--- src/rtl/cache_flush_walker_pkg.sv ---
// ============================================================================
//  Module      : cache_types (package)
//  Description : Shared state encoding and default geometry for the flush walker.
//  Revision    : 1.0 - initial release
// ============================================================================
`default_nettype none

package cache_types;

    localparam int S_INDEX_DEF = 3;
    localparam int S_TAG_DEF   = 24;

    typedef enum logic [2:0] {
        IDLE  = 3'd0,
        SCAN  = 3'd1,
        WB    = 3'd2,
        CLEAR = 3'd3,
        DONE  = 3'd4
    } flush_state_t;

endpackage : cache_types

`default_nettype wire

--- src/rtl/cache_flush_walker_if.sv ---
// ============================================================================
//  Module      : cache_flush_walker_if
//  Description : Control, dirty/tag array and writeback signals of the walker.
//  Revision    : 1.0 - initial release
// ============================================================================
`default_nettype none

interface cache_flush_walker_if
    import cache_types::*;
#(
    parameter int s_index = S_INDEX_DEF,
    parameter int s_tag   = S_TAG_DEF
) ();

    logic               flush_start;
    logic               flush_busy;
    logic               flush_done;
    logic [s_index-1:0] dirty_rindex;
    logic               dirty_in;
    logic [s_tag-1:0]   tag_in;
    logic               dirty_load;
    logic [s_index-1:0] dirty_windex;
    logic               dirty_datain;
    logic               wb_req;
    logic [s_index-1:0] wb_index;
    logic [s_tag-1:0]   wb_tag;
    logic               wb_ack;

    // Walker side
    modport master (
        input  flush_start, dirty_in, tag_in, wb_ack,
        output flush_busy, flush_done, dirty_rindex, dirty_load,
               dirty_windex, dirty_datain, wb_req, wb_index, wb_tag
    );

    // Parent side: arrays and memory port
    modport slave (
        output flush_start, dirty_in, tag_in, wb_ack,
        input  flush_busy, flush_done, dirty_rindex, dirty_load,
               dirty_windex, dirty_datain, wb_req, wb_index, wb_tag
    );

endinterface : cache_flush_walker_if

`default_nettype wire

--- src/rtl/cache_flush_walker.sv ---
// ============================================================================
//  Module      : cache_flush_walker
//  Description : Walks every set, writes back dirty lines and clears their bits.
//  Revision    : 1.0 - initial release
// ============================================================================
`default_nettype none

module cache_flush_walker
    import cache_types::*;
#(
    parameter int s_index = S_INDEX_DEF,
    parameter int s_tag   = S_TAG_DEF
) (
    input  wire logic          clk,
    input  wire logic          rst,
    cache_flush_walker_if.master bus
);

    localparam logic [s_index-1:0] LAST_IDX = '1;

    flush_state_t       state_q, state_d;
    logic [s_index-1:0] idx_q,   idx_d;
    logic [s_tag-1:0]   tag_q,   tag_d;

    always_ff @(posedge clk or negedge rst) begin
        if (!rst) begin
            state_q <= IDLE;
            idx_q   <= '0;
            tag_q   <= '0;
        end else begin
            state_q <= state_d;
            idx_q   <= idx_d;
            tag_q   <= tag_d;
        end
    end

    // Termination uses the LAST_IDX compare so idx never wraps mid-walk.
    always_comb begin
        state_d = state_q;
        idx_d   = idx_q;
        tag_d   = tag_q;
        case (state_q)
            IDLE: begin
                if (bus.flush_start) begin
                    state_d = SCAN;
                    idx_d   = '0;
                end
            end
            SCAN: begin
                if (bus.dirty_in) begin
                    tag_d   = bus.tag_in;
                    state_d = WB;
                end else if (idx_q == LAST_IDX) begin
                    state_d = DONE;
                end else begin
                    idx_d = idx_q + 1'b1;
                end
            end
            WB: begin
                if (bus.wb_ack) begin
                    state_d = CLEAR;
                end
            end
            CLEAR: begin
                if (idx_q == LAST_IDX) begin
                    state_d = DONE;
                end else begin
                    idx_d   = idx_q + 1'b1;
                    state_d = SCAN;
                end
            end
            DONE: begin
                state_d = IDLE;
            end
            default: begin
                state_d = IDLE;
            end
        endcase
    end

    // Outputs decode registered state only; wb_ack never reaches wb_req.
    assign bus.flush_busy   = (state_q != IDLE);
    assign bus.flush_done   = (state_q == DONE);
    assign bus.wb_req       = (state_q == WB);
    assign bus.dirty_load   = (state_q == CLEAR);
    assign bus.dirty_rindex = idx_q;
    assign bus.dirty_windex = idx_q;
    assign bus.dirty_datain = 1'b0;
    assign bus.wb_index     = idx_q;
    assign bus.wb_tag       = tag_q;

endmodule : cache_flush_walker

`default_nettype wire

--- src/flat_wrapper.sv ---
// flat-port wrapper written by rule: the top's interface ports become plain ports
module cache_flush_walker_flat import cache_types::*;
#(
    parameter int s_index = S_INDEX_DEF,
    parameter int s_tag   = S_TAG_DEF
)
  (clk, rst, bus_flush_start, bus_dirty_in, bus_tag_in, bus_wb_ack, bus_flush_busy, bus_flush_done, bus_dirty_rindex, bus_dirty_load, bus_dirty_windex, bus_dirty_datain, bus_wb_req, bus_wb_index, bus_wb_tag);
  cache_flush_walker_if #(.s_index(s_index), .s_tag(s_tag)) bus_i ();
  input  wire logic clk;
  input  wire logic rst;
  input wire logic [$bits(bus_i.flush_start)-1:0] bus_flush_start;
  input wire logic [$bits(bus_i.dirty_in)-1:0] bus_dirty_in;
  input wire logic [$bits(bus_i.tag_in)-1:0] bus_tag_in;
  input wire logic [$bits(bus_i.wb_ack)-1:0] bus_wb_ack;
  output wire logic [$bits(bus_i.flush_busy)-1:0] bus_flush_busy;
  output wire logic [$bits(bus_i.flush_done)-1:0] bus_flush_done;
  output wire logic [$bits(bus_i.dirty_rindex)-1:0] bus_dirty_rindex;
  output wire logic [$bits(bus_i.dirty_load)-1:0] bus_dirty_load;
  output wire logic [$bits(bus_i.dirty_windex)-1:0] bus_dirty_windex;
  output wire logic [$bits(bus_i.dirty_datain)-1:0] bus_dirty_datain;
  output wire logic [$bits(bus_i.wb_req)-1:0] bus_wb_req;
  output wire logic [$bits(bus_i.wb_index)-1:0] bus_wb_index;
  output wire logic [$bits(bus_i.wb_tag)-1:0] bus_wb_tag;
  assign bus_i.flush_start = bus_flush_start;
  assign bus_i.dirty_in = bus_dirty_in;
  assign bus_i.tag_in = bus_tag_in;
  assign bus_i.wb_ack = bus_wb_ack;
  assign bus_flush_busy = bus_i.flush_busy;
  assign bus_flush_done = bus_i.flush_done;
  assign bus_dirty_rindex = bus_i.dirty_rindex;
  assign bus_dirty_load = bus_i.dirty_load;
  assign bus_dirty_windex = bus_i.dirty_windex;
  assign bus_dirty_datain = bus_i.dirty_datain;
  assign bus_wb_req = bus_i.wb_req;
  assign bus_wb_index = bus_i.wb_index;
  assign bus_wb_tag = bus_i.wb_tag;
  cache_flush_walker #(.s_index(s_index), .s_tag(s_tag)) u_core (.clk(clk), .rst(rst), .bus(bus_i));
endmodule
--- config.mk ---
export PLATFORM = sky130hd
export DESIGN_NAME = cache_flush_walker_flat
export DESIGN_NICKNAME = d
export VERILOG_FILES = /design/src/rtl/cache_flush_walker_pkg.sv /design/src/rtl/cache_flush_walker_if.sv /design/src/rtl/cache_flush_walker.sv /design/src/flat_wrapper.sv
export SDC_FILE = /design/constraint.sdc
export NUM_CORES = 1
export LEC_CHECK = 0
export CORE_MARGIN = 2
export CORE_UTILIZATION = 40
export DETAILED_ROUTE_END_ITERATION = 10
export PLACE_DENSITY_LB_ADDON = 0.1
export REMOVE_ABC_BUFFERS = 1
export SETUP_SLACK_MARGIN = 0.3
export SYNTH_ARGS = -nofsm -noshare
export SYNTH_HDL_FRONTEND = slang
export SYNTH_SLANG_ARGS = --single-unit
--- constraint.sdc ---
create_clock -name clk -period 2.03 [get_ports clk]
set_input_delay 0.3045 -clock clk [delete_from_list [all_inputs] [get_ports clk]]
set_output_delay 0.3045 -clock clk [all_outputs]
set_load 0.03 [all_outputs]
# == After elaboration in Yosys (flattened, before gate mapping) ==
# Cells that the tools add are included.
# word_totals
ff_bits,30
input_bits,29
output_inout_bits,38
wordCells,29
# op_classes
addsub,1
eq_ne,9
muxes,10
reduce_logical,6
# ops
operator,n
3-bit two-way mux,8
3-bit case mux with 4 select lines,1
3-bit case mux with 3 select lines,1
3-bit by 2-bit == test with 1-bit output (second input constant),2
3-bit == test (second input constant),2
2-bit inequality test (second input constant),3
3-bit AND reduction,2
3-bit nonzero test,2
3-bit by 1-bit adder with 3-bit output (second input constant),1
3-bit by 1-bit == test with 1-bit output (second input constant),1
3-bit zero test,1
3-bit by 2-bit inequality test with 1-bit output (second input constant),1
2-bit AND reduction,1

# == Logic depth before layout (Yosys ltp) ==
# Gate-level depths: netlist of run 1.
# logic_depth
ltp_word,4
ltp_mapped,5
ltp_nobuf,5

# == Least setup slack after synthesis of run 1 ==
# OpenSTA, ideal clock, no wires.
# synth_timing
kind,flip-flop to flip-flop
from,register u_core.idx_q[0] (netlist: u_core.bus.dirty_rindex[0])
to,register u_core.idx_q[0] (netlist: u_core.bus.dirty_rindex[0])
setup_time_ps,82
t_arrival_ps,1596
required_ps,1948
path_slack_ps,352
path_stages_with_launch,5
n_path_buf,0
period_less_slack_ps,1678
cell_sequence,dfrtp_1 ha_1 ha_1 nor3_1 mux2i_1
# synth_between
elab_chain_len,4
word_cells_on_any_way,5
classes_between,1 x add/sub; 1 x eq/ne; 3 x mux
# synth_rtl
element,line_no,rtl
"start, declared",cache_flush_walker.sv:22,"logic [s_index-1:0] idx_q, idx_d;"
"start signal, assigned",cache_flush_walker.sv:32,idx_q <= idx_d;
3-bit by 1-bit adder with 3-bit output or 3-bit == test (tied branches),--,
3-bit two-way mux *,"cache_flush_walker.sv:53, cache_flush_walker.sv:65",
3-bit two-way mux,cache_flush_walker.sv:50,if (bus.dirty_in) begin
3-bit case mux with 3 select lines *,cache_flush_walker.sv:42,case (state_q)
# Mark *: on every way between the ends. The rest lies on a longest branch, timed or not. The select of a mux whose other input is x is not followed.
# A chain may end at the register's enable or synchronous reset.

# == Worst setup path in the final report of run 1 ==
# layout_timing
from,register u_core.tag_q[15] (netlist: u_core.bus.wb_tag[15])
to,output bus_wb_tag[15]
# layout_rtl
element,line_no,rtl
"start, declared",cache_flush_walker.sv:23,"logic [s_tag-1:0] tag_q, tag_d;"
"start signal, assigned",cache_flush_walker.sv:33,tag_q <= tag_d;
"end, declared",flat_wrapper.sv:23,output wire logic [$bits(bus_i.wb_tag)-1:0] bus_wb_tag;
# No word-level cell between the ends.

==> results of run 1 <==
## sequential cells by signal (all words and copies together), names as in the netlist
register                 count
u_core.bus.wb_tag           24
u_core.bus.dirty_rindex      3
u_core.state_q               3
## metrics by stage
stage,hold slack [ns],instance area [um^2],std cells,util (%),power (mW)
floorplan,0.00891,1320,86,-,2.47
global placement,0.490,2070,201,61.1,3.38
detailed placement,0.495,2070,201,61.1,3.41
CTS,0.354,2110,210,62.3,3.72
global route,0.374,2130,210,62.9,3.90
finish,0.358,2130,210,62.9,3.68
## worst reg2reg max path, delay by kind of cell (launching register included)
family / cells / cell delay (ns)
DFF: 1 / 0.43
muxes: 1 / 0.37
and+or+nand+nor: 2 / 0.36
buffers and inverters: 2 / 0.37
## layer usage
layer	up-vias	global-route usage, %	wire, um
met1	468	19.3	1150
met2	39	22.9	1310
met4	0	7.34	39
li1	456	-	-
met5	-	0	0
met3	5	6.16	257
## power groups by stage
| stage | Combinational [mW] | Sequential (mW) | Clock (mW) |
|---|---|---|---|
| 3_3_place_gp | 2.29 | 1.09 | 0 |
| 3_5_place_dp | 2.31 | 1.10 | 0 |
| 5_1_grt | 2.37 | 1.13 | 0.406 |
| 6_report | 2.25 | 1.07 | 0.355 |
| 4_1_cts | 2.26 | 1.08 | 0.377 |
| 2_1_floorplan | 0.719 | 1.75 | 0 |
## worst min path at each step
stage / cells past startpoint / to / from / slack, ns
3_3_place_gp: 1 / u_core.bus.wb_tag[12] / u_core.bus.wb_tag[12] / 0.49
2_1_floorplan: 0 / u_core.bus.dirty_rindex[0] / rst / 0.009
5_1_grt: 2 / u_core.bus.wb_tag[20] / rst / 0.37
6_report: 2 / u_core.bus.wb_tag[1] / rst / 0.36
3_5_place_dp: 1 / u_core.bus.wb_tag[9] / u_core.bus.wb_tag[9] / 0.50
4_1_cts: 2 / u_core.bus.wb_tag[1] / rst / 0.35
## cell usage in the layout, fill, tap and decap left out, types with 2 or more instances in the layout
cell / count
a21oi_1: 2
buf_2: 2
buf_4: 4
clkbuf_4: 5
clkdlybuf4s50_1: 46
dfrtp_1: 29
dlygate4sd2_1: 9
dlymetal6s2s_1: 6
ha_1: 3
mux2_2: 4
mux2_4: 20
mux2i_1: 3
nand2_1: 7
nor2_1: 2
nor3b_1: 2
o21ai_0: 2
## cell families (layout without fill, tap and decap cells)
family,count (synthesis),after routing,share of synthesized area (%)
other cells,1,1,0.262
flops,30,30,52.5
mux,27,27,26.3
buf+inv,12,79,7.88
compound gates,5,5,1.93
fa+ha+maj,3,3,2.63
simple gates,19,19,8.49
## timing repair
action	in CTS	in global routing
hold endpoints to repair	0	0
resized for setup	26	13
setup endpoints to repair	13	8
hold buffers	0	0
buffers inserted	1	0
## final cells by class
cell class | instances | area (um^2) | share of cell area [%]
sequential | 30 | 752 | 35.2
timing repair buffer | 70 | 691 | 32.4
multi-input combinational | 55 | 569 | 26.7
tap | 46 | 57.6 | 2.70
clock buffer | 7 | 55.1 | 2.58
clock inverter | 1 | 5.00 | 0.235
inverter | 1 | 3.75 | 0.176
==> flow_summary.ini, run 1 <==
[cts]
root_buffer = clkbuf_4
clkTransAtPathRegs_ns = 0.09
cts_buffers = 5
clk_latency_ns = 0.33
clockBufferDepth = 2
clock_sinks = 30
tritoncts = built
htree_levels = 2

[sta]
fin_ws_ns = 0.364
rsz0062_at_grt = no
hold_viol = 0
setup_viol = 0
finalCritPeriodShare_pct = 82.0
fin_tns_setup_ns = 0
finalCriticalPeriod_ns = 1.67
slew_violations = 0
fin_skew_ns = 0.00687
fmax_ghz = 0.600

[place]
gp_congestion = 0.756
dp_slack_ns = 0.150
portBuffers = 65
dpl.hpwl_mm = 2.01

[yosys]
synth_top_area_share_pct = 52.5
ys_warn_count = 0
yosys.cell_types.count = 25
post-synth-top-count-cell = dfrtp_1
ys_seq_area_share_pct = 52.5
synth.area.top_cells = dfrtp_1 53%, mux2_4 21%, buf_4 3.7%
synthArstFlopShare_pct = 100
synth_top_cell_by_area = dfrtp_1
synthFlopType = dfrtp_1
synthCells = 97
synth_common_cells = 30 x dfrtp_1, 20 x mux2_4, 7 x buf_4, 7 x nand2_1, 4 x mux2_2
avgSynthCellArea_um2 = 14.7
netlist_area_mm2 = 0.00143
synth_seq_cells = 30
synth_edf_count = 0

[pwr]
switchingPower_mw = 1.53
pwr-share-clk_pct = 9.7
p_seq_share_pct = 29.2
powerDensity_mw_per_mm2 = 1720
swShare_pct = 41.6
intPower_mw = 2.15
combPwrFrac_pct = 61.1
p_leak_nw = 1.03
ir_drop_v = 0.000934

[setup_path]
crit_arrival_ns = 1.36
crit_fanout = 2
critical-path-top-delay-family = buffers and inverters
crit_start = u_core.bus.wb_tag[15]
required_ns = 1.73
r2r_cells = 5
slowest_delay_ns = 0.68
setup.worst_path.class = register to output pin
rr_startpoint = u_core.state_q[1]
cp_cell_sequence = clkdlybuf4s50_1
crit_cells = 1
start_kind = register
worstSetupEndpoint = bus_wb_tag[15]
endpoint_kind = output pin
path_buf_inv = 1
r2r_end = u_core.bus.wb_tag[10]
slowest_stage = clkdlybuf4s50_1
ff2ff_setup_slack_ns = 0.39

[min_path]
hp-class = input port to asynchronous set/reset pin

[layout]
layout-drive-gt1-share_pct = 28.0
antennaDiodeCount = 0
area_growth_pct = 49.3
fin_nets = 195
n_fill_cell = 255

[detailed_routing]
vias = 968
first_pass_iters = 4
wl_mm = 2.76
drt_iter0_markers = 22
antenna_left = 0
vias_per_cell = 4.61
wire_per_inst_um = 13.1
route.detailed.drc = 0

[global_route]
track_usage_pct = 15.3
first_global_vias = 1020
grt_max_degree = 31
antenna_found_initial = 0
grt_overflow_total = 0
grt_pass1_wl_mm = 4.75

[die]
dieArea_mm2 = 0.00407
die_height_um = 63.8
num_rows = 21
dieWidth_um = 63.8
num_io_pins = 67
coreArea_mm2 = 0.00339
start_util_pct = 42.2

[flow_run]
maxCapViolCount = 0

[status]
status = finished, final reports clean
Power figures use the tool's default switching activity.
==> run 2: changes to the inputs <==
CORE_UTILIZATION = 37   (was 40)
clock period = 1.3 ns   (was 2.03 ns; I/O delays follow)
==> run 2 against run 1 <==
Clock skew down 0.0029 ns; critical endpoint is now u_core.bus.wb_tag[14]; via count up 10%; highest routed layer unchanged; largest cell class is now buffers; final cell count up 16%; die area up 7.6%; final area up 28%; the run now ends with negative setup slack left.
==> flow_summary.ini, run 2 (same netlist as run 1, synthesis figures left out) <==
[setup_path]
crit_fanout = 4
crit_arrival_ns = 1.66
setup.worst_path.class = register to register
slowest_stage = dfrtp_1
critical-path-top-delay-family = buffers and inverters
endpoint_kind = register
slowest_delay_ns = 0.40
cp_cell_sequence = buf_6 -> nand2b_4 -> nor2b_4 -> buf_6 -> clkbuf_16 -> mux2_4
ff2ff_setup_slack_ns = -0.20
worst_path_most_repeated_cell = buf_6
start_kind = register
required_ns = 1.46
path_buf_inv = 3

[cts]
cts_hold_buf = 0
clock_sinks = 30
tritoncts = built
root_buffer = clkbuf_8
clk_latency_ns = 0.27
cts_buffers = 5
clockBufferDepth = 2
htree_levels = 2
clkTransAtPathRegs_ns = 0.07

[detailed_routing]
antenna_left = 0
drt_iter0_markers = 9
first_pass_iters = 3
vias = 1069
wire_per_inst_um = 13.6
vias_per_cell = 4.40
route.detailed.drc = 0
wl_mm = 3.31

[layout]
antennaDiodeCount = 0
layout-drive-gt1-share_pct = 64.1
layout_commonest_cell = buf_6
n_fill_cell = 257
final_cell_mix = 46 x buf_6, 29 x dfrtp_1, 28 x clkdlybuf4s50_1
fin_nets = 226
largest_reg_flops = 24
final_cell_count_no_fill = 243
area_growth_pct = 90.7

[die]
die_height_um = 66.1
num_io_pins = 67
dieWidth_um = 66.1
dieArea_mm2 = 0.00438
num_rows = 22
start_util_pct = 38.7
coreArea_mm2 = 0.00369

[global_route]
track_usage_pct = 16.4
grt_pass1_wl_mm = 5.31
antenna_found_initial = 0
first_global_vias = 1110
grt_max_degree = 31
grt_overflow_total = 0

[status]
status = complete, but fails checks
violations = negative setup slack

[place]
gp_congestion = 0.659
dpl.hpwl_mm = 2.03
portBuffers = 65
dp_cells = 211

[sta]
finalCriticalPeriod_ns = 1.50
finalCritPeriodShare_pct = 115
hold_slack_ns = 0.285
fmax_ghz = 0.667
fin_ws_ns = -0.199
rsz0062_at_grt = yes
hold_viol = 0
slew_violations = 0
setup_viol = 31
fin_skew_ns = 0.00400

[pwr]
powerDensity_mw_per_mm2 = 2860
p_leak_nw = 1.28
ir_drop_v = 0.00147
finalPower_mw = 7.78

[min_path]
hp-class = input port to asynchronous set/reset pin

[flow_run]
maxCapViolCount = 0
-- run 2: cell type report --
| class | instances | area [um^2] | area share, % |
|---|---|---|---|
| clock buffer | 6 | 82.6 | 3.03 |
| clock inverter | 2 | 60.1 | 2.20 |
| inverter | 1 | 3.75 | 0.138 |
| multi-input combinational | 55 | 676 | 24.8 |
| sequential | 30 | 752 | 27.6 |
| tap | 48 | 60.1 | 2.20 |
| timing repair buffer | 101 | 1090 | 40.0 |
-- run 2: repair_timing --
| item | in CTS | in global routing |
|---|---|---|
| gates resized for setup | 222 | 6 |
| pin swaps | 7 | 3 |
| endpoints found under the setup margin | 67 | 67 |
| cloned | 2 | 1 |
| setup buffers | 19 | 2 |
-- run 2: layer usage --
metal / share of wire [%] / wire [um] / track usage [%] / vias to the layer above
met1: 44 / 1440 / 20.5 / 509
met3: 5.9 / 194 / 4.43 / 2
li1: - / - / - / 518
met2: 50 / 1650 / 27.3 / 40
met5: 0 / 0 / 0 / -
met4: 0.54 / 18 / 5.36 / 0
-- run 2: worst paths after layout --
check                                      start                          to  cells after the start
max in group asynchronous                    rst  u_core.bus.dirty_rindex[2]                      2
min in group clk                  bus_tag_in[17]       u_core.bus.wb_tag[17]                      2
max                            u_core.state_q[2]       u_core.bus.wb_tag[14]                      6
max reg2reg                    u_core.state_q[2]       u_core.bus.wb_tag[14]                      6
min reg2reg                u_core.bus.wb_tag[11]       u_core.bus.wb_tag[11]                      1
min                                          rst        u_core.bus.wb_tag[0]                      2
-- run 2: report_power, final --
group          switching [mW]  internal (mW)  leakage (nW)
sequential              0.358           1.40         0.356
combinational            2.17           2.71         0.849
clock                   0.331          0.817        0.0714
-- run 2: metrics by stage --
| step | TNS (ns) | setup WS (ns) | instance area (um^2) | util (%) |
|---|---|---|---|---|
| finish | -5.50 | -0.199 | 2730 | 73.9 |
| global route | -7.12 | -0.255 | 2730 | 73.9 |
| CTS | -5.40 | -0.190 | 2670 | 72.3 |
| detailed placement | -8.92 | -0.376 | 2120 | 57.4 |
| global placement | -8.50 | -0.350 | 2120 | 57.4 |
| floorplan | -12.59 | -0.694 | 1320 | - |
==> run 3: changes to the inputs <==
CELL_PAD_IN_SITES_DETAIL_PLACEMENT = 1   (was default)
CELL_PAD_IN_SITES_GLOBAL_PLACEMENT = 1   (was default)
CORE_UTILIZATION = 28   (was 37)
==> run 3 against run 2 <==
Routed wire length up 14%; the run still ends with negative setup slack left; non-clock buffer count down 5; clock power decreased by 40%; power shrank 8.1%; critical path type is now register to output pin; count of clock-buffer cells in the layout shrank 1; die area grew 30%.
==> flow_summary.ini, run 3 (same netlist as run 1, synthesis figures left out) <==
[status]
status = complete, but fails checks
violations = negative setup slack

[detailed_routing]
wl_mm = 3.78
vias = 1091
antenna_left = 0
vias_per_cell = 4.26
wire_per_inst_um = 14.8
first_pass_iters = 3
route.detailed.drc = 0
drt_iter0_markers = 17

[layout]
final_cell_mix = 46 x buf_6, 30 x dfrtp_1, 28 x clkdlybuf4s50_1
layout_commonest_cell = buf_6
area_growth_pct = 80.2
n_fill_cell = 503
layout-drive-gt1-share_pct = 60.8
antennaDiodeCount = 0
fin_nets = 221
largest_reg_flops = 24

[global_route]
grt_use_met2_pct = 24.7
grt_pass1_wl_mm = 5.78
grt_max_degree = 31
track_usage_pct = 13.9
busiest_layer = met2
first_global_vias = 1167
antenna_found_initial = 0
grt.met1_usage_pct = 15.7
grt_overflow_total = 0
globalRouteMet3Util_pct = 4.50

[cts]
tritoncts = built
clock_sinks = 30
htree_levels = 2
cts_buffers = 5
clk_latency_ns = 0.28
root_buffer = clkbuf_8
clkTransAtPathRegs_ns = 0.06
clockBufferDepth = 2
cts_hold_buf = 0

[flow_run]
maxCapViolCount = 0

[die]
start_util_pct = 29.7
num_rows = 25
dieWidth_um = 75.4
num_io_pins = 67
coreArea_mm2 = 0.00482
dieArea_mm2 = 0.00569
die_height_um = 75.4

[pwr]
pwr-share-clk_pct = 9.7
p_seq_share_pct = 24.6
combPwrFrac_pct = 65.8
finalPower_mw = 7.15
p_leak_nw = 1.19
powerDensity_mw_per_mm2 = 2780
switchingPower_mw = 2.83
intPower_mw = 4.32
swShare_pct = 39.6
ir_drop_v = 0.00134

[sta]
finalCritPeriodShare_pct = 116
hold_slack_ns = 0.274
rsz0062_at_grt = yes
fmax_ghz = 0.662
slew_violations = 0
fin_ws_ns = -0.211
hold_viol = 0
setup_viol = 31
finalCriticalPeriod_ns = 1.51
fin_skew_ns = 0.00429

[setup_path]
crit_fanout = 3
endpoint_kind = output pin
crit_arrival_ns = 1.32
slowest_delay_ns = 0.39
slowest_stage = dfrtp_1
ff2ff_setup_slack_ns = -0.21
setup.worst_path.class = register to output pin
start_kind = register
cp_cell_sequence = buf_6 -> or2b_1 -> nor2_1 -> buf_4
required_ns = 1.11

[min_path]
hp-class = input port to asynchronous set/reset pin

[place]
gp_congestion = 0.715
dpl.hpwl_mm = 2.59
portBuffers = 65
-- run 3: changes by cell type in the layout (fill, tap and decap cells not counted), sizes merged --
cell / delta
buf: -4
bufinv: -2
clkbuf: -2
clkinv: +2
-- run 3: per-stage QoR --
stage / util (%) / setup TNS, ns / std cells / area (um^2) / worst slack (ns)
2_1_floorplan: - / -12.59 / 86 / 1320 / -0.694
3_3_place_gp: 44.7 / -9.09 / 230 / 2150 / -0.376
3_5_place_dp: 44.7 / -9.47 / 230 / 2150 / -0.394
4_1_cts: 51.6 / -5.78 / 251 / 2490 / -0.236
5_1_grt: 53.5 / -6.73 / 256 / 2570 / -0.263
6_report: 53.5 / -5.20 / 256 / 2570 / -0.211
-- run 3: timing repair --
item / in CTS / in global routing
setup endpoints to repair: 67 / 67
pin swaps: 7 / 4
cloned: 0 / 0
setup buffers: 14 / 5
gates resized for setup: 202 / 11
-- run 3: worst paths after layout --
path                                       start                    end  cells past startpoint
setup / recovery               u_core.state_q[0]             bus_wb_req                      4
hold / removal                               rst      u_core.state_q[1]                      2
setup reg to reg               u_core.state_q[1]  u_core.bus.wb_tag[23]                      5
hold reg to reg            u_core.bus.wb_tag[11]  u_core.bus.wb_tag[11]                      1
max in group asynchronous                    rst   u_core.bus.wb_tag[3]                      2
min in group clk                  bus_tag_in[18]  u_core.bus.wb_tag[18]                      2
-- run 3: per-layer routing --
layer | wire, um | vias to the layer above
met3 | 272 | 6
met4 | 52 | 0
met2 | 1990 | 45
met5 | 0 | -
met1 | 1460 | 536
li1 | - | 504
-- run 3: layout make-up --
| type | instances | area, um^2 | share of cell area, % |
|---|---|---|---|
| Timing Repair Buffer | 96 | 1030 | 39.8 |
| Clock inverter | 2 | 10.0 | 0.389 |
| Tap cell | 67 | 83.8 | 3.26 |
| Clock buffer | 5 | 68.8 | 2.67 |
| Multi-Input combinational cell | 55 | 632 | 24.5 |
| Inverter | 1 | 3.75 | 0.146 |
| Sequential cell | 30 | 751 | 29.2 |
-- run 3: critical path: cells and delay by family, from the launching register on --
kind / cells / cell delay (ns)
buffers and inverters: 2 / 0.31
DFF: 1 / 0.39
and+or+nand+nor: 2 / 0.35
-- run 3: power by group through the flow --
stage                     logic (mW)  clock network (mW)  registers [mW]
final                           4.70               0.691            1.76
after global routing            4.96               0.764            1.81
after CTS                       4.52               0.724            1.74
after detailed placement        3.83                   0            1.67
after global placement          3.77                   0            1.66
after floorplan                 1.12                   0            2.73
==> patch 1 (config.mk and constraints of run 3) <==
The 5 states of `flush_state_t` get a Gray code encoding in 3 bits.
--- a/src/rtl/cache_flush_walker_pkg.sv
+++ b/src/rtl/cache_flush_walker_pkg.sv
@@ -12,9 +12,9 @@
 
     typedef enum logic [2:0] {
-        IDLE  = 3'd0,
-        SCAN  = 3'd1,
-        WB    = 3'd2,
-        CLEAR = 3'd3,
-        DONE  = 3'd4
+        IDLE  = 3'b000,
+        SCAN  = 3'b001,
+        WB    = 3'b011,
+        CLEAR = 3'b010,
+        DONE  = 3'b110
     } flush_state_t;
 
Function: same outputs for any inputs over 10 cycles, from zero or initial values and one cycle with rst low; not proved beyond that.
==> patch 1 against run 3 <==
Sequential cell count did not move. Critical endpoint is now u_core.bus.dirty_rindex[0]. Power rose by 8.3%. The run still ends with setup timing left. Maximum frequency fell by 7.0%. Synthesized area rose by 2.2%. Largest power group unchanged. Synthesized cell count rose by 6.2%. Design area rose by 7.1%. Wire length rose by 7.6%. Worst setup slack got worse by 0.11 ns. Non-clock buffer count rose by 13.
==> patch 1: results (changes against run 3) <==
Run status
  – Status: finished, violations left
  – Failing checks: setup timing

Route
  – Wirelength per Cell: 14.7 um (-0.54%)
  – Via count: 1,188 (+8.9%)
  – First-pass DRT Iterations: 4 (+1)
  – First-iteration detailed-routing DRC count: 40 (+23)

Yosys
  – Synth area leaders: dfrtp_1 (51%), mux2_4 (21%), buf_4 (3.6%), mux2_1 (3.1%), mux2i_1 (2.1%)
  – Register area share after synthesis: 51.4% (-1.1 points)
  – Commonest cells post-synth: dfrtp_1 (30), mux2_4 (20), buf_4 (7)
  – Syn Area/Cell: 14.2 um^2 (-3.8%)
  – Asr flop ratio synth: 100% (unchanged)
  – Synth Warn #: 0 (unchanged)
  – Post-synthesis cell type count: 28 (+12%)

Layout
  – Share of cells above drive strength 1: 61.8% (+0.99 points)
  – Max reg flops: 24 (unchanged)
  – Filler cell count: 529 (+5.2%)
  – Final std cells w/o fill: 277 (+8.2%)
  – # diodes: 0 (unchanged)

GRT
  – Met3 Use GR: 4.62% (+0.12 points)
  – GRT met2 Usage: 24.5% (-0.22 points)
  – Total global-route track usage: 14.1% (+0.25 points)
  – Grt met1 use: 16.8% (+1.2 points)
  – Largest net degree at the start of global routing: 31 (unchanged)
  – Initial antenna violation count: 0 (unchanged)
  – First-pass GRT wire length: 6.50 mm (+12%)
  – Vias in the first global route: 1,296 (+11%)

Power
  – IR drop worst, VDD: 1.11 mV (-17%)
  – Sw Pwr: 2.97 mW (+5.0%)
  – Leak pwr: 1.30 nW (+8.8%)

Setup path
  – CP arrival: 1.79 ns (+0.47 ns)
  – Critical Path Start: u_core.bus.dirty_rindex[0]
  – Crit Path Class: reg2reg
  – Critical path peak fanout: 4 (+1)

Place
  – Cell Area, Placed: 2210 um^2 (+2.6%)
  – Hpwl dp: 2.52 mm (-2.8%)
  – Inst Count DP: 239 (+3.9%)
  – Routability cong.: 0.738 (+3.2%)
  – IO buf count: 65 (unchanged)

Hold path
  – Type of the worst min-delay path: in2async

Clocking
  – Max H-tree Level: 2 (unchanged)
  – Clock Tree Root: clkbuf_8
  – Clk_lat worst skew: 0.28 ns (about the same)
  – Cts bufs inserted: 5 (unchanged)
  – Clock Path Buffers: 2 (unchanged)
  – Clock-pin slew on the worst setup and hold paths: 0.07 ns

Timing
  – Final worst slack: -0.325 ns (-0.114 ns)
  – Endpoints failing setup: 36 (+16%)
  – Final Skew: 0.00256 ns (-0.00174 ns)
## patch 1: cell count changes in the layout (fill, tap and decap cells not counted), moves of 2 or more
cell,before,now
nand2_2,2,0
mux2_4,20,24
buf_4,17,27
and2_4,0,2
mux2_2,4,2
nor3_1,0,2
nor3_2,0,2
## patch 1: kinds of logic (layout without fill, tap and decap cells)
kind of cell             Yosys count  in the layout  synth area share [%]
XOR/XNOR                           1              1                 0.600
AO/OA/AOI/OAI                      5              5                  2.40
multiplexers                      29             29                  27.2
other                              1              1                 0.257
buffers and inverters             16            120                  8.65
flip-flops                        30             30                  51.4
adder cells (fa/ha/maj)            2              2                  1.71
AND/OR/NAND/NOR                   19             19                  7.71
## patch 1: power by group through the flow
stage	sequential, mW	clock, mW	combinational [mW]
after detailed placement	1.66	0	3.98
after CTS	1.74	0.813	4.98
final	1.75	0.787	5.21
after global placement	1.64	0	3.93
after floorplan	2.71	0	1.23
after global routing	1.81	0.845	5.49
## patch 1: final cells by class
| class | count | area [um^2] | share of cell area, % |
|---|---|---|---|
| clock buffer | 6 | 82.6 | 2.99 |
| clock inverter | 2 | 12.5 | 0.454 |
| sequential | 30 | 751 | 27.2 |
| timing repair buffer | 109 | 1160 | 42.0 |
| multi-input combinational | 57 | 654 | 23.7 |
| inverter | 3 | 11.3 | 0.408 |
| tap | 70 | 87.6 | 3.17 |
## patch 1: metal layers
| metal | up-vias | routed length, um |
|---|---|---|
| met5 | - | 0 |
| li1 | 546 | - |
| met4 | 0 | 57 |
| met2 | 46 | 2060 |
| met1 | 589 | 1710 |
| met3 | 7 | 239 |
## patch 1: worst paths after layout
| check | to | depth (start not counted) |
|---|---|---|
| max in group asynchronous | u_core.bus.wb_tag[7] | 2 |
| worst max-delay path | u_core.bus.dirty_rindex[0] | 6 |
| worst min-delay path | u_core.bus.wb_tag[13] | 2 |
| min in group clk | u_core.bus.wb_tag[21] | 2 |
| worst max register to register | u_core.bus.dirty_rindex[0] | 6 |
| worst min register to register | u_core.bus.wb_tag[16] | 1 |
## patch 1: critical path: stages, from the launching register on
cell     delay [ns]
dfrtp_1        0.41
ha_2           0.21
ha_4           0.18
inv_2          0.04
mux2i_1        0.08
o31ai_2        0.24
mux2_2         0.36
## patch 1: what timing repair did
action	CTS	global route
endpoints found under the setup margin	67	67
buffers inserted	19	9
gates resized for setup	205	11
gates cloned	2	0
pin swaps	3	3
## patch 1: per-stage QoR
stage | hold WS [ns] | worst slack (ns) | setup TNS (ns)
6_report | 0.279 | -0.325 | -6.08
5_1_grt | 0.291 | -0.401 | -7.78
4_1_cts | 0.279 | -0.353 | -6.43
3_5_place_dp | 0.479 | -0.386 | -10.08
3_3_place_gp | 0.470 | -0.378 | -10.16
2_1_floorplan | -0.101 | -0.885 | -8.20
==> patch 2 (settings of run 3) <==
Without the edit above. `S_INDEX_DEF`: 3 -> 2.
--- a/src/rtl/cache_flush_walker_pkg.sv
+++ b/src/rtl/cache_flush_walker_pkg.sv
@@ -8,5 +8,5 @@
 package cache_types;
 
-    localparam int S_INDEX_DEF = 3;
+    localparam int S_INDEX_DEF = 2;
     localparam int S_TAG_DEF   = 24;
 
Ports: changed (resized bus_dirty_rindex, bus_dirty_windex and bus_wb_index); port bits go from 67 to 64. The function was not compared with the original's and may differ.
==> patch 2 against run 3 <==
The flow still finishes with violations (setup timing). Clock skew is essentially flat. Worst setup slack better by 0.0044 ns. Global-route usage is 0.74 points lower. Via count decreased by 6.4%. Maximum frequency grew 0.29%. Design area is 5.8% lower. Sequential cell count down 1. Power is 3.5% lower. Sequential share of layout area grew 0.77 points. Synthesized area shrank 11%. Synthesized cell count decreased by 10%. Wire length is 2.4% higher.
==> patch 2: results (changes against run 3) <==
Place
  – Cell Area, Placed: 1940 um^2 (-10%)
  – Dpl ws: -0.430 ns (-0.0357 ns)
  – Inst Count DP: 199 (-13%)
  – Routability cong.: 0.727 (+1.7%)
  – Hpwl dp: 2.25 mm (-13%)
  – IO buf count: 62 (-4.6%)

Route
  – Vias per cell: 4.50 (+5.5%)
  – Met1 Wirelength: 1.52 mm (+4.5%)
  – First-iteration detailed-routing DRC count: 57 (+40)
  – Met2 Wirelength: 2.04 mm (+2.4%)
  – Routed WL: 3.87 mm (+2.4%)
  – Met3 wire len: 241 um (-11%)

GRT
  – Met3 Use GR: 3.38% (-1.1 points)
  – Largest net degree at the start of global routing: 30 (-3.2%)
  – Initial antenna violation count: 0 (unchanged)
  – GRT met2 Usage: 21.8% (-2.9 points)
  – Vias in the first global route: 1,026 (-12%)
  – Grt met1 use: 16.0% (+0.34 points)
  – First-pass GRT wire length: 5.12 mm (-11%)
  – Total global-route track usage: 13.2% (-0.74 points)

Timing
  – Endpoints failing setup: 28 (-9.7%)
  – Final Skew: 0.00414 ns (-0.000148 ns)
  – Final worst slack: -0.207 ns (+0.00440 ns)
  – Setup TNS: -4.77 ns (+0.437 ns)

Layout
  – Share of cells above drive strength 1: 58.9% (-2.0 points)
  – Area of the multi-input gates: 572 um^2 (-9.5%)
  – Filler cell count: 434 (-14%)

Setup path
  – CP arrival: 1.67 ns (+0.35 ns)
  – CP peak stage delay: roughly 0.4 ns
  – Critical path peak fanout: 6 (+3)
  – Slowest cell on crit path: dfrtp_1

Run status
  – Failing checks: setup timing
  – Status: finished, violations left

Yosys
  – Commonest cells post-synth: dfrtp_1 (29), mux2_2 (24), buf_4 (5), buf_6 (3), mux2i_1 (3)
  – Register area share after synthesis: 57.3% (+4.7 points)
  – Cells after synthesis: 87 (-10%)
  – Post-synthesis cell type count: 23 (-8.0%)
  – Synth area leaders: dfrtp_1 (57%), mux2_2 (21%), buf_4 (3.0%), buf_6 (2.7%), mux2i_1 (2.4%)

Power
  – Sw Ratio: 39.5% (-0.044 points)
-- patch 2: repair_timing --
item,4_1_cts,5_1_grt
pin swaps,3,3
setup buffers,5,12
endpoints found under the setup margin,62,62
resized for setup,195,22
gates cloned,0,3
-- patch 2: worst reg2reg max path: stages (launching register included) --
cell and delay [ns]:
dfrtp_1 0.40, nand2b_4 0.17, nor3b_4 0.21, buf_12 0.15, buf_8 0.13, mux2_2 0.34
-- patch 2: cell families (layout without fill, tap and decap cells) --
logic type	count (synthesis)	count (layout)	synth area share, %
buf+inv	12	100	6.81
mux	27	27	23.7
fa+ha+maj	1	1	0.987
flops	29	29	57.3
compound gates	4	4	2.76
simple gates	13	13	8.19
other cells	1	1	0.296
-- patch 2: layout make-up --
class                   instances  share of cell area, %
clock buffers                   6                   2.99
clock inverters                 2                  0.413
inverters                       2                  0.310
multi-input cells              46                   23.6
flip-flops and latches         29                   29.9
well taps                      52                   2.68
repair buffers                 90                   40.1
-- patch 2: worst paths after layout --
path                                      start               endpoint  depth (start not counted)
max reg2reg                   u_core.state_q[1]  u_core.bus.wb_tag[21]                          5
max                           u_core.state_q[1]  u_core.bus.wb_tag[21]                          5
min                                         rst  u_core.bus.wb_tag[19]                          2
max in group asynchronous                   rst  u_core.bus.wb_tag[23]                          2
min in group clk           u_core.bus.wb_tag[5]   u_core.bus.wb_tag[5]                          1
min reg2reg                u_core.bus.wb_tag[5]   u_core.bus.wb_tag[5]                          1
-- patch 2: power groups by stage --
stage	logic, mW	clock network [mW]	registers (mW)
global route	4.72	0.791	1.75
CTS	3.86	0.722	1.69
detailed placement	3.42	0	1.62
floorplan	0.893	0	2.61
global placement	3.33	0	1.59
finish	4.50	0.703	1.70
